`src/rtl/multicycle_control.sv`:
```
// Main control FSM for the multicycle RV32 datapath (lw, sw, addi, add, sub, and, or, beq).
// Optional feature: define ILLEGAL_TRAP_EN to park illegal instructions in a sticky TRAP state.
module multicycle_control (
  input  logic        clk,
  input  logic        reset,
  input  logic [31:0] inst,
  input  logic        zero,
  output logic        pc_write,
  output logic        ior_d,
  output logic        mem_read,
  output logic        mem_write,
  output logic        ir_write,
  output logic        mem_to_reg,
  output logic        reg_write,
  output logic        alu_src_a,
  output logic [1:0]  alu_src_b,
  output logic        pc_source,
  output logic [3:0]  alu_control,
  output logic [3:0]  state,
  output logic        instr_retire,
  output logic        illegal_inst
);

  typedef enum logic [3:0] {
    FETCH     = 4'd0,
    DECODE    = 4'd1,
    MEM_ADDR  = 4'd2,
    MEM_READ  = 4'd3,
    MEM_WB    = 4'd4,
    MEM_WRITE = 4'd5,
    R_EXEC    = 4'd6,
    R_WB      = 4'd7,
    BRANCH    = 4'd8,
    I_EXEC    = 4'd9,
    I_WB      = 4'd10,
    TRAP      = 4'd11
  } state_t;

  localparam logic [6:0] OP_LW = 7'b0000011;
  localparam logic [6:0] OP_SW = 7'b0100011;
  localparam logic [6:0] OP_R  = 7'b0110011;
  localparam logic [6:0] OP_I  = 7'b0010011;
  localparam logic [6:0] OP_B  = 7'b1100011;

  localparam logic [3:0] ALU_AND = 4'b0000;
  localparam logic [3:0] ALU_OR  = 4'b0001;
  localparam logic [3:0] ALU_ADD = 4'b0010;
  localparam logic [3:0] ALU_SUB = 4'b0110;

  state_t     st;
  logic [6:0] opcode;
  logic [3:0] funct;
  logic       r_ok, dec_illegal;
  logic [3:0] r_alu;
  logic       pcw_u, pcw_c, mr_i, mw_i, irw_i, rw_i, ret_i, ill_i;
  logic       unused_inst;

  assign opcode      = inst[6:0];
  assign funct       = {inst[14:12], inst[30]};
  assign unused_inst = ^{inst[31], inst[29:15], inst[11:7]};
  assign state       = st;

  always_comb begin
    r_ok  = 1'b1;
    r_alu = ALU_ADD;
    case (funct)
      4'b0000: r_alu = ALU_ADD;
      4'b0001: r_alu = ALU_SUB;
      4'b1110: r_alu = ALU_AND;
      4'b1100: r_alu = ALU_OR;
      default: r_ok  = 1'b0;
    endcase
    case (opcode)
      OP_LW, OP_SW, OP_I, OP_B: dec_illegal = 1'b0;
      OP_R:                     dec_illegal = !r_ok;
      default:                  dec_illegal = 1'b1;
    endcase
  end

  always_ff @(posedge clk) begin
    if (reset) st <= FETCH;
    else begin
      case (st)
        FETCH:    st <= DECODE;
        DECODE: begin
          case (opcode)
            OP_LW, OP_SW: st <= MEM_ADDR;
            OP_R:         st <= R_EXEC;
            OP_I:         st <= I_EXEC;
            OP_B:         st <= BRANCH;
            default:      st <= FETCH;
          endcase
`ifdef ILLEGAL_TRAP_EN
          if (dec_illegal) st <= TRAP;
`else
          if (dec_illegal) st <= FETCH;
`endif
        end
        MEM_ADDR: st <= opcode[5] ? MEM_WRITE : MEM_READ;
        MEM_READ: st <= MEM_WB;
        R_EXEC:   st <= R_WB;
        I_EXEC:   st <= I_WB;
`ifdef ILLEGAL_TRAP_EN
        TRAP:     st <= TRAP;
`endif
        default:  st <= FETCH;
      endcase
    end
  end

  // Moore decode; only pc_write looks at zero, and only through pcw_c (BRANCH).
  always_comb begin
    pcw_u = 1'b0; pcw_c = 1'b0; mr_i = 1'b0; mw_i = 1'b0; irw_i = 1'b0;
    rw_i = 1'b0; ret_i = 1'b0; ill_i = 1'b0;
    ior_d = 1'b0; mem_to_reg = 1'b0; alu_src_a = 1'b0; alu_src_b = 2'b00;
    pc_source = 1'b0; alu_control = ALU_ADD;
    case (st)
      FETCH:     begin mr_i = 1'b1; irw_i = 1'b1; alu_src_b = 2'b01; pcw_u = 1'b1; end
      DECODE: begin
        alu_src_b = 2'b10;
`ifndef ILLEGAL_TRAP_EN
        ret_i = dec_illegal;
`endif
      end
      MEM_ADDR:  begin alu_src_a = 1'b1; alu_src_b = 2'b10; end
      MEM_READ:  begin mr_i = 1'b1; ior_d = 1'b1; end
      MEM_WB:    begin rw_i = 1'b1; mem_to_reg = 1'b1; ret_i = 1'b1; end
      MEM_WRITE: begin mw_i = 1'b1; ior_d = 1'b1; ret_i = 1'b1; end
      R_EXEC:    begin alu_src_a = 1'b1; alu_control = r_alu; end
      R_WB:      begin rw_i = 1'b1; ret_i = 1'b1; end
      I_EXEC:    begin alu_src_a = 1'b1; alu_src_b = 2'b10; end
      I_WB:      begin rw_i = 1'b1; ret_i = 1'b1; end
      BRANCH: begin
        alu_src_a = 1'b1; alu_control = ALU_SUB; pcw_c = 1'b1; pc_source = 1'b1; ret_i = 1'b1;
      end
`ifdef ILLEGAL_TRAP_EN
      TRAP:      ill_i = 1'b1;
`endif
      default: ;
    endcase
  end

  // Reset masks every write/strobe combinationally so a mid-instruction reset cycle is inert.
  assign pc_write     = !reset && (pcw_u || (pcw_c && zero));
  assign mem_read     = !reset && mr_i;
  assign mem_write    = !reset && mw_i;
  assign ir_write     = !reset && irw_i;
  assign reg_write    = !reset && rw_i;
  assign instr_retire = !reset && ret_i;
  assign illegal_inst = !reset && ill_i;

endmodule

```
`config.mk`:
```
export PLATFORM = sky130hd
export DESIGN_NAME = multicycle_control
export DESIGN_NICKNAME = d
export VERILOG_FILES = /design/src/rtl/multicycle_control.sv
export SDC_FILE = /design/constraint.sdc
export NUM_CORES = 1
export LEC_CHECK = 0
export CAP_MARGIN = 20
export CORE_UTILIZATION = 30
export DETAILED_ROUTE_END_ITERATION = 6
export GPL_ROUTABILITY_DRIVEN = 0
export GPL_TIMING_DRIVEN = 0
export PLACE_DENSITY = 0.86
export SYNTH_ARGS = -nofsm -noshare
export SYNTH_HDL_FRONTEND = slang
export SYNTH_SLANG_ARGS = --single-unit
```
`constraint.sdc`:
```
create_clock -name clk -period 5.83 [get_ports clk]
set_clock_uncertainty 0.05 [all_clocks]
set_input_delay 1.749 -clock clk [delete_from_list [all_inputs] [get_ports clk]]
set_output_delay 1.749 -clock clk [all_outputs]
set_load 0.005 [all_outputs]
```
# ---- Word-level counts from Yosys, hierarchy flattened
# Cells that the tools add are included.
dict set report totals {
  output_inout_bits 21
  register_bits 4
  wordCells 58
}
dict set report op_classes {
  n_reduce_logical 21
  mux 18
  eq_ne 18
}
# operator count
set ops {}
lappend ops {{4-bit case mux with 6 select lines} 1}
lappend ops {{4-bit == test, second input constant} 5}
lappend ops {{4-bit by 3-bit == test with 1-bit output, second input constant} 4}
lappend ops {{4-bit case mux with 4 select lines} 1}
lappend ops {{7-bit by 6-bit == test with 1-bit output, second input constant} 2}
lappend ops {{4-bit OR reduction} 3}
lappend ops {{1-bit 2-to-1 mux} 9}
lappend ops {{3-bit case mux with 3 select lines} 1}
lappend ops {{4-bit by 1-bit == test with 1-bit output, second input constant} 2}
lappend ops {{4-bit by 2-bit == test with 1-bit output, second input constant} 2}
lappend ops {{4-bit logical NOT} 2}
lappend ops {{4-bit case mux with 2 select lines} 1}
lappend ops {{7-bit by 2-bit == test with 1-bit output, second input constant} 1}
lappend ops {{7-bit by 5-bit == test with 1-bit output, second input constant} 1}
lappend ops {{7-bit == test, second input constant} 1}
lappend ops {{1-bit logical AND} 7}
lappend ops {{2-bit OR reduction} 3}
lappend ops {{3-bit OR reduction} 2}
lappend ops {{5-bit OR reduction} 1}
lappend ops {{4-bit 2-to-1 mux} 1}
lappend ops {{1-bit case mux with 2 select lines} 2}
lappend ops {{2-bit case mux with 2 select lines} 1}
lappend ops {{3-bit 2-to-1 mux} 1}
lappend ops {{1-bit logical NOT} 2}
lappend ops {{1-bit logical OR} 1}

# ---- Logic depth before layout (Yosys ltp)
# Gate-level depths: netlist (run 1).
dict set report depth {
  ltp_word 7
  depth_mapped 5
  depth_no_buf 4
}

# ---- Least setup slack after synthesis (run 1)
# OpenSTA, ideal clock, no wires.
dict set report synth_path {
  path_type {in2out}
  startpoint {in inst[12]}
  endpoint {out alu_control[2]}
  cell_stages 3
  required_ps 4031
  setup_slack_ps 1404
  t_arrival_ps 2627
  cell_sequence {or3_4 > or3_1 > a21oi_2}
}
dict set report synth_between {
  elab_chain_cells 3
  word_cells_on_any_way 5
  classes_between {3 x eq/ne; 2 x mux}
}
# item line
set synth_lines {}
lappend synth_lines {{from (decl)} 6} ;# input logic [31:0] inst,
lappend synth_lines {{4-bit == test or 4-bit by 1-bit == test with 1-bit output (tied branches)} 66} ;# case (funct)
lappend synth_lines {{3-bit case mux with 3 select lines (*)} 66}
lappend synth_lines {{4-bit case mux with 2 select lines (*)} 117} ;# case (st)
lappend synth_lines {{to (decl)} 18} ;# output logic [3:0] alu_control,
# Every way passes the cells marked *; elsewhere a longest branch is shown, timed or not.

# ---- Worst setup path in the final report (run 1)
dict set report layout_path {
  startpoint {in inst[30]}
  endpoint {out instr_retire}
}
dict set report layout_between {
  elab_chain_cells 7
  word_cells_on_any_way 10
  classes_between {3 x eq/ne; 3 x mux; 4 x reduce/logical}
}
# item line
set layout_lines {}
lappend layout_lines {{4-bit == test, or another cell as far along} 66}
lappend layout_lines {{4-bit OR reduction (no source line) (*)} n/a}
lappend layout_lines {{1-bit 2-to-1 mux (*)} 66}
lappend layout_lines {{1-bit logical NOT (*)} 75} ;# OP_R: dec_illegal = !r_ok;
lappend layout_lines {{1-bit case mux with 2 select lines (*)} 73} ;# case (opcode)
lappend layout_lines {{1-bit case mux with 2 select lines (*)} 117}
lappend layout_lines {{1-bit logical AND (*)} 149} ;# assign instr_retire = !reset && ret_i;
lappend layout_lines {{to (decl)} 20} ;# output logic instr_retire,
# Marked as above.

==> flow_summary.ini, run 1 <==
[clock_network]
clock_sinks = 4
cts_setup_buffers = 0
ctsHtreeMaxLevel = 1
insertion_delay_ns = 0.23
cts_buffer_depth = 2
cts_resized = 0
root_buffer = clkbuf_4
cts_tree = done
cts-buffers-inserted = 3
path_clk_slew_ns = 0.04
postCtsHoldBufs = 0

[detailed_routing]
drc = 5
wl_per_cell_um = 13.6
ant_nets = 0
dr.pass1.iters = 6
drt-total-wl_um = 1740
drtIter0Drc = 35
vias = 716
viasPerCell = 5.59

[global_route]
first_global_vias = 688
grt_max_degree = 11
grt.total_usage_pct = 18.4
antenna_found_initial = 0
grt_pass1_wl_um = 2770
grt.overflow.total = 0

[power]
clkPwrFrac_pct = 34.7
powerDensity_nw_per_um2 = 110
leakagePower_nw = 0.325
swShare_pct = 26.9
power_frac_seq_pct = 29.5
p_comb_share_pct = 35.8
switchingPower_w = 0.0000264
intPower_w = 0.0000717
power_w = 0.0000981
peakVddDrop_v = 0.0000926

[sta]
rsz0062_at_grt = no
drv_slew = 0
period_minus_slack_ns = 5.39
period_share_pct = 92.4
holdWs_ns = 0.613
tns_ns = 0
timing.fmax_mhz = 186
finalSetupViolCount = 0
finalHoldViolCount = 0

[logic_synthesis]
synthFlopType = dfxtp_1
synthArstFlopShare_pct = 0
syn_inst = 77
ys_ff_latch = 4
synthesis.area_um2 = 534
synth_edf_count = 0
syn_avg_cell_area_um2 = 6.94
ys_types = 37
ys_warn_count = 0
synth-seq-area-share_pct = 15.0

[setup_path]
cp.arrival_ns = 3.59
end_kind = primary output
worstSetupPathType = primary input to primary output
cp-start-kind = primary input
cp.required_ns = 4.03
crit_fanout = 3
crit_top_cell = clkdlybuf4s50_1
slowest_delay_ns = 0.54
crit_chain = clkdlybuf4s50_1 > nand3b_1 > nand2_1 > o31a_1 > a221oi_2 > clkdlybuf4s50_1
critPathSlowestCell = clkdlybuf4s50_1

[cells_and_area]
area_growth_pct = 66.7
multi_input_area_um2 = 404
largest_reg_flops = 4
fillers = 147
fin_nets = 149
final_area_um2 = 891
drive_above_1_share_pct = 13.4
final_cells = 128
diodes = 0
final_common_cell = clkdlybuf4s50_1
most-common-layout-cells = clkdlybuf4s50_1 (31), nor2_1 (8), nand2_1 (8)
seq_area_um2 = 80.1

[place]
placed_cells = 125
hpwlAfterDp_um = 1320
placed_cell_area_um2 = 868
portBuffers = 31

[floorplanning]
num_rows = 14
initial_core_util_pct = 33.9
die_x_um = 44.2
die_h_um = 44.2
core_um2 = 1580
io_pins = 56
floorplan.die_area_um2 = 1950

[run_status]
status = finished with violations
failed_checks = DRC

[min_path]
hp-class = flip-flop to flip-flop

[run]
cap_violations = 0
## layout make-up
type	instances	share of cell area [%]
Multi-Input combinational cell	64	45.4
Clock buffer	3	2.53
Tap cell	16	2.25
Sequential cell	4	8.99
Buffer	7	4.78
Inverter	3	1.26
Timing Repair Buffer	31	34.8
## path summary, 6_finish.rpt
path	cells after the start	start	slack (ns)	endpoint
worst max-delay path	6	inst[30]	0.44	instr_retire
worst min-delay path	2	state[3]	0.61	state[3]
worst max register to register	5	state[1]	4.43	state[1]
worst min register to register	2	state[3]	0.61	state[3]
## metal layers
metal	routed length [µm]	track usage [%]	vias to the layer above
li1	-	-	344
met1	691	21.7	331
met2	857	32.6	39
met3	170	2.45	2
met4	16	8.48	0
met5	0	0	-
## power groups by stage
stage	Sequential (W)	Clock, W	Combinational [W]
after floorplan	0.0000292	0	0.0000148
after global placement	0.0000293	0	0.0000336
after detailed placement	0.0000294	0	0.0000347
after CTS	0.0000290	0.0000358	0.0000348
after global routing	0.0000290	0.0000382	0.0000379
final	0.0000289	0.0000340	0.0000351
## per-stage QoR
stage          util (%)  setup slack (ns)
2_1_floorplan         -              1.40
3_3_place_gp       55.1             0.454
4_1_cts            56.5             0.433
6_report           56.5             0.440
3_5_place_dp       55.1             0.434
5_1_grt            56.5             0.323
## logic make-up (layout without fill, tap and decap cells)
| kind of cell | after synthesis | after routing | share of synthesized area, % |
|---|---|---|---|
| flops | 4 | 4 | 15.0 |
| compound gates | 18 | 18 | 23.4 |
| other cells | 1 | 2 | 0.702 |
| xor+xnor | 1 | 1 | 1.64 |
| simple gates | 43 | 43 | 49.2 |
| buf+inv | 10 | 44 | 10.1 |
## cell usage after synthesis (2+ instances only)
cell type / n / area (µm²)
a21boi_0: 2 / 15.0
o21ai_0: 2 / 10.0
dfxtp_1: 4 / 80.1
nor3_1: 5 / 25.0
a21oi_1: 6 / 30.0
nand3b_1: 3 / 22.5
nor2b_1: 2 / 12.5
buf_4: 2 / 15.0
nand2_1: 8 / 30.0
nor4_1: 3 / 18.8
or3_1: 3 / 18.8
clkbuf_1: 3 / 11.3
nor2_1: 8 / 30.0
inv_1: 2 / 7.51
nand2b_1: 2 / 12.5
## worst max-delay path, delay by kind of cell
family / cells / cell delay (ns)
buffers and inverters: 2 / 1.03
AO/OA/AOI/OAI: 2 / 0.55
AND/OR/NAND/NOR: 2 / 0.26
(Power assumes the default switching activity.)
==> run 2, diff against run 1 <==
Settings changed: CORE_MARGIN set to 2, MAX_ROUTING_LAYER set to met4, PLACE_DENSITY 0.86 to 0.84.
==> flow_summary.ini, run 2 (synthesis gave the netlist of run 1 again) <==
[detailed_routing]
wl_per_cell_um = 11.7
drt-total-wl_um = 1600
ant_nets = 0
dr.pass1.iters = 4
drc = 0
viasPerCell = 5.08
drtIter0Drc = 10
vias = 696

[clock_network]
cts_setup_buffers = 0
ctsHtreeMaxLevel = 1
path_clk_slew_ns = 0.04
cts_buffer_depth = 2
cts_tree = done
cts_resized = 0
cts-buffers-inserted = 3
insertion_delay_ns = 0.23
clock_sinks = 4
root_buffer = clkbuf_4
postCtsHoldBufs = 0

[setup_path]
crit_top_cell = clkdlybuf4s50_1
slowest_delay_ns = 0.51
critical_path.top_delay_family = buffers and inverters
crit_fanout = 3
end_kind = primary output
cp-start-kind = primary input
critPathSlowestCell = clkdlybuf4s50_1
cp.arrival_ns = 3.59
worstSetupPathType = primary input to primary output
cp.required_ns = 4.03
path_buf_inv = 2
cp.depth = 5
crit_chain = clkdlybuf4s50_1 > or3_4 > or3_1 > a21oi_2 > clkdlybuf4s50_1
r2r_cells = 4

[cells_and_area]
fillers = 167
fin_nets = 149
area_growth_pct = 68.9
largest_reg_flops = 4
seq_area_um2 = 80.1
drive_above_1_share_pct = 13.4
most-common-layout-cells = clkdlybuf4s50_1 (31), nor2_1 (8), nand2_1 (8)
diodes = 0
final_util_pct = 52.8
multi_input_area_um2 = 404
final_common_cell = clkdlybuf4s50_1

[sta]
finalHoldViolCount = 0
rsz0062_at_grt = no
drv_slew = 0
final.setup.worst_slack_ns = 0.438
tns_ns = 0
timing.fmax_mhz = 185
holdWs_ns = 0.610
period_share_pct = 92.5
finalSetupViolCount = 0
period_minus_slack_ns = 5.39

[run]
cap_violations = 0

[global_route]
antenna_found_initial = 0
grt_use_met3_pct = 1.96
grt_pass1_wl_um = 2620
grt_max_degree = 11
grt.total_usage_pct = 17.2
first_global_vias = 636
grt.overflow.total = 0
met2_usage_pct = 27.2
grtUsageMet1_pct = 20.2
busiest_layer = met2

[power]
intPower_w = 0.0000717
swShare_pct = 25.9
clkPwrFrac_pct = 34.7
switchingPower_w = 0.0000250
power_frac_seq_pct = 29.9
powerDensity_nw_per_um2 = 107
power_w = 0.0000967
p_comb_share_pct = 35.4
peakVddDrop_v = 0.0000614
leakagePower_nw = 0.325

[floorplanning]
die_x_um = 46.2
io_pins = 56
initial_core_util_pct = 31.3
core_um2 = 1710
floorplan.die_area_um2 = 2130
num_rows = 15
die_h_um = 46.2

[run_status]
status = complete, no violations

[place]
place_ws_ns = 0.434
hpwlAfterDp_um = 1270
portBuffers = 31

[min_path]
hp-class = flip-flop to flip-flop
holdPathStages = 2
## run 2: layer usage
layer / up-vias / wire, µm / part of all wire [%]
met5: - / 0 / 0
met4: 0 / 37 / 2.3
li1: 343 / - / -
met3: 4 / 104 / 6.5
met2: 36 / 785 / 49
met1: 313 / 675 / 42
## run 2: layout make-up
type	count	area share (%)
multi-input combinational	64	44.8
timing repair buffer	31	34.4
sequential	4	8.88
buffer	7	4.72
tap	25	3.47
clock buffer	3	2.50
inverter	3	1.25
## run 2: final timing paths
check,start,endpoint,slack [ns]
worst min register to register,state[3],state[3],0.61
worst max-delay path,inst[12],alu_control[2],0.44
worst max register to register,state[3],state[1],4.44
worst min-delay path,state[3],state[3],0.61
## run 2: power by group through the flow
stage	registers [W]	logic [W]	clock network [W]
final	0.0000289	0.0000342	0.0000335
after global routing	0.0000290	0.0000376	0.0000371
after CTS	0.0000289	0.0000342	0.0000357
after detailed placement	0.0000293	0.0000341	0
after global placement	0.0000293	0.0000336	0
after floorplan	0.0000292	0.0000148	0
## run 2: metrics by stage
stage | cell area (µm²) | std cells
finish | 902 | 137
global route | 902 | 137
CTS | 902 | 137
detailed placement | 880 | 134
global placement | 880 | 134
floorplan | 538 | 78
## run 2: worst reg2reg max path: cells and delay by family (launching register included)
kind | cells | cell delay, ns
flops | 1 | 0.37
compound gates | 2 | 0.31
simple gates | 2 | 0.59
==> run 3, diff against run 2 <==
Settings changed: CTS_CLUSTER_SIZE set to 14, HOLD_SLACK_MARGIN set to 0.15, PLACE_DENSITY 0.84 to unset, PLACE_DENSITY_LB_ADDON set to 0.2.
==> flow_summary.ini, run 3 (synthesis gave the netlist of run 1 again) <==
[run_status]
status = complete, no violations

[detailed_routing]
ant_nets = 0
drc = 0
dr.pass1.iters = 4
viasPerCell = 4.91
drtIter0Drc = 7
vias = 673
wl_per_cell_um = 11.1
drt-total-wl_um = 1530

[sta]
period_minus_slack_ns = 5.38
finalHoldViolCount = 0
rsz0062_at_grt = no
period_share_pct = 92.3
timing.fmax_mhz = 186
drv_slew = 0
finalSetupViolCount = 0
tns_ns = 0

[clock_network]
cts_setup_buffers = 0
cts_tree = done
cts-buffers-inserted = 3
path_clk_slew_ns = 0.04
clock_sinks = 4
insertion_delay_ns = 0.24
root_buffer = clkbuf_4
cts_buffer_depth = 2
ctsHtreeMaxLevel = 1
cts_resized = 0
postCtsHoldBufs = 0

[global_route]
grt_use_met3_pct = 4.71
busiest_layer = met2
grt_pass1_wl_um = 2460
grt.overflow.total = 0
antenna_found_initial = 0
met2_usage_pct = 26.1
grtUsageMet1_pct = 20.1
grt_max_degree = 11
first_global_vias = 580
grt.total_usage_pct = 15.8

[min_path]
holdPathStages = 2
hp-class = flip-flop to flip-flop

[setup_path]
end_kind = primary output
worstSetupPathType = primary input to primary output
r2r_cells = 5
crit_fanout = 3
cp.arrival_ns = 3.58
cp-start-kind = primary input
cp.required_ns = 4.03

[cells_and_area]
most-common-layout-cells = clkdlybuf4s50_1 (31), nor2_1 (8), nand2_1 (8)
fillers = 165
fin_nets = 149
largest_reg_flops = 4
diodes = 0
multi_input_area_um2 = 404
seq_area_um2 = 80.1
drive_above_1_share_pct = 13.4
final_cells = 137
area_growth_pct = 68.9
final_common_cell = clkdlybuf4s50_1

[run]
cap_violations = 0

[floorplanning]
num_rows = 15
initial_core_util_pct = 31.3
floorplan.die_area_um2 = 2130
io_pins = 56
die_h_um = 46.2
die_x_um = 46.2
core_um2 = 1710

[power]
leakagePower_nw = 0.325
peakVddDrop_v = 0.0000749
powerDensity_nw_per_um2 = 108

[place]
placed_cells = 134
hpwlAfterDp_um = 1230
portBuffers = 31
[run 3: worst paths after layout]
path,startpoint,endpoint,slack [ns]
setup / recovery,inst[12],alu_control[2],0.45
hold / removal,state[3],state[3],0.63
setup reg to reg,state[2],state[1],4.46
hold reg to reg,state[3],state[3],0.63
[run 3: area by class of cell]
class / instances / area share (%)
multi-input combinational: 64 / 44.8
timing repair buffer: 31 / 34.4
sequential: 4 / 8.88
buffer: 7 / 4.72
tap: 25 / 3.47
clock buffer: 3 / 2.50
inverter: 3 / 1.25
[run 3: power by group]
| part | total [W] | internal [W] | leakage [nW] | switching (W) |
|---|---|---|---|---|
| Combinational | 0.0000340 | 0.0000205 | 0.279 | 0.0000134 |
| Sequential | 0.0000289 | 0.0000281 | 0.0325 | 0.000000768 |
| Clock | 0.0000342 | 0.0000230 | 0.0138 | 0.0000112 |
| Total | 0.0000971 | 0.0000717 | 0.325 | 0.0000254 |
[run 3: per-layer routing]
metal / routed length (µm) / vias up
met3: 95 / 0
met1: 730 / 299
li1: - / 344
met4: 0 / 0
met2: 700 / 30
met5: 0 / -
[run 3: critical path: stages]
cell	delay (ns)
clkdlybuf4s50_1	0.43
or3_4	0.40
or3_1	0.37
a21oi_2	0.13
clkdlybuf4s50_1	0.50
[run 3: through the flow]
step / hold WS, ns / power, W / worst slack, ns / instance area, µm² / util [%]
finish: 0.630 / 0.0000971 / 0.449 / 902 / 52.8
global route: 0.673 / 0.000104 / 0.385 / 902 / 52.8
CTS: 0.625 / 0.0000991 / 0.436 / 902 / 52.8
detailed placement: 0.621 / 0.0000634 / 0.442 / 880 / 51.5
global placement: 0.612 / 0.0000631 / 0.453 / 880 / 51.5
floorplan: 0.545 / 0.0000440 / 1.40 / 538 / -
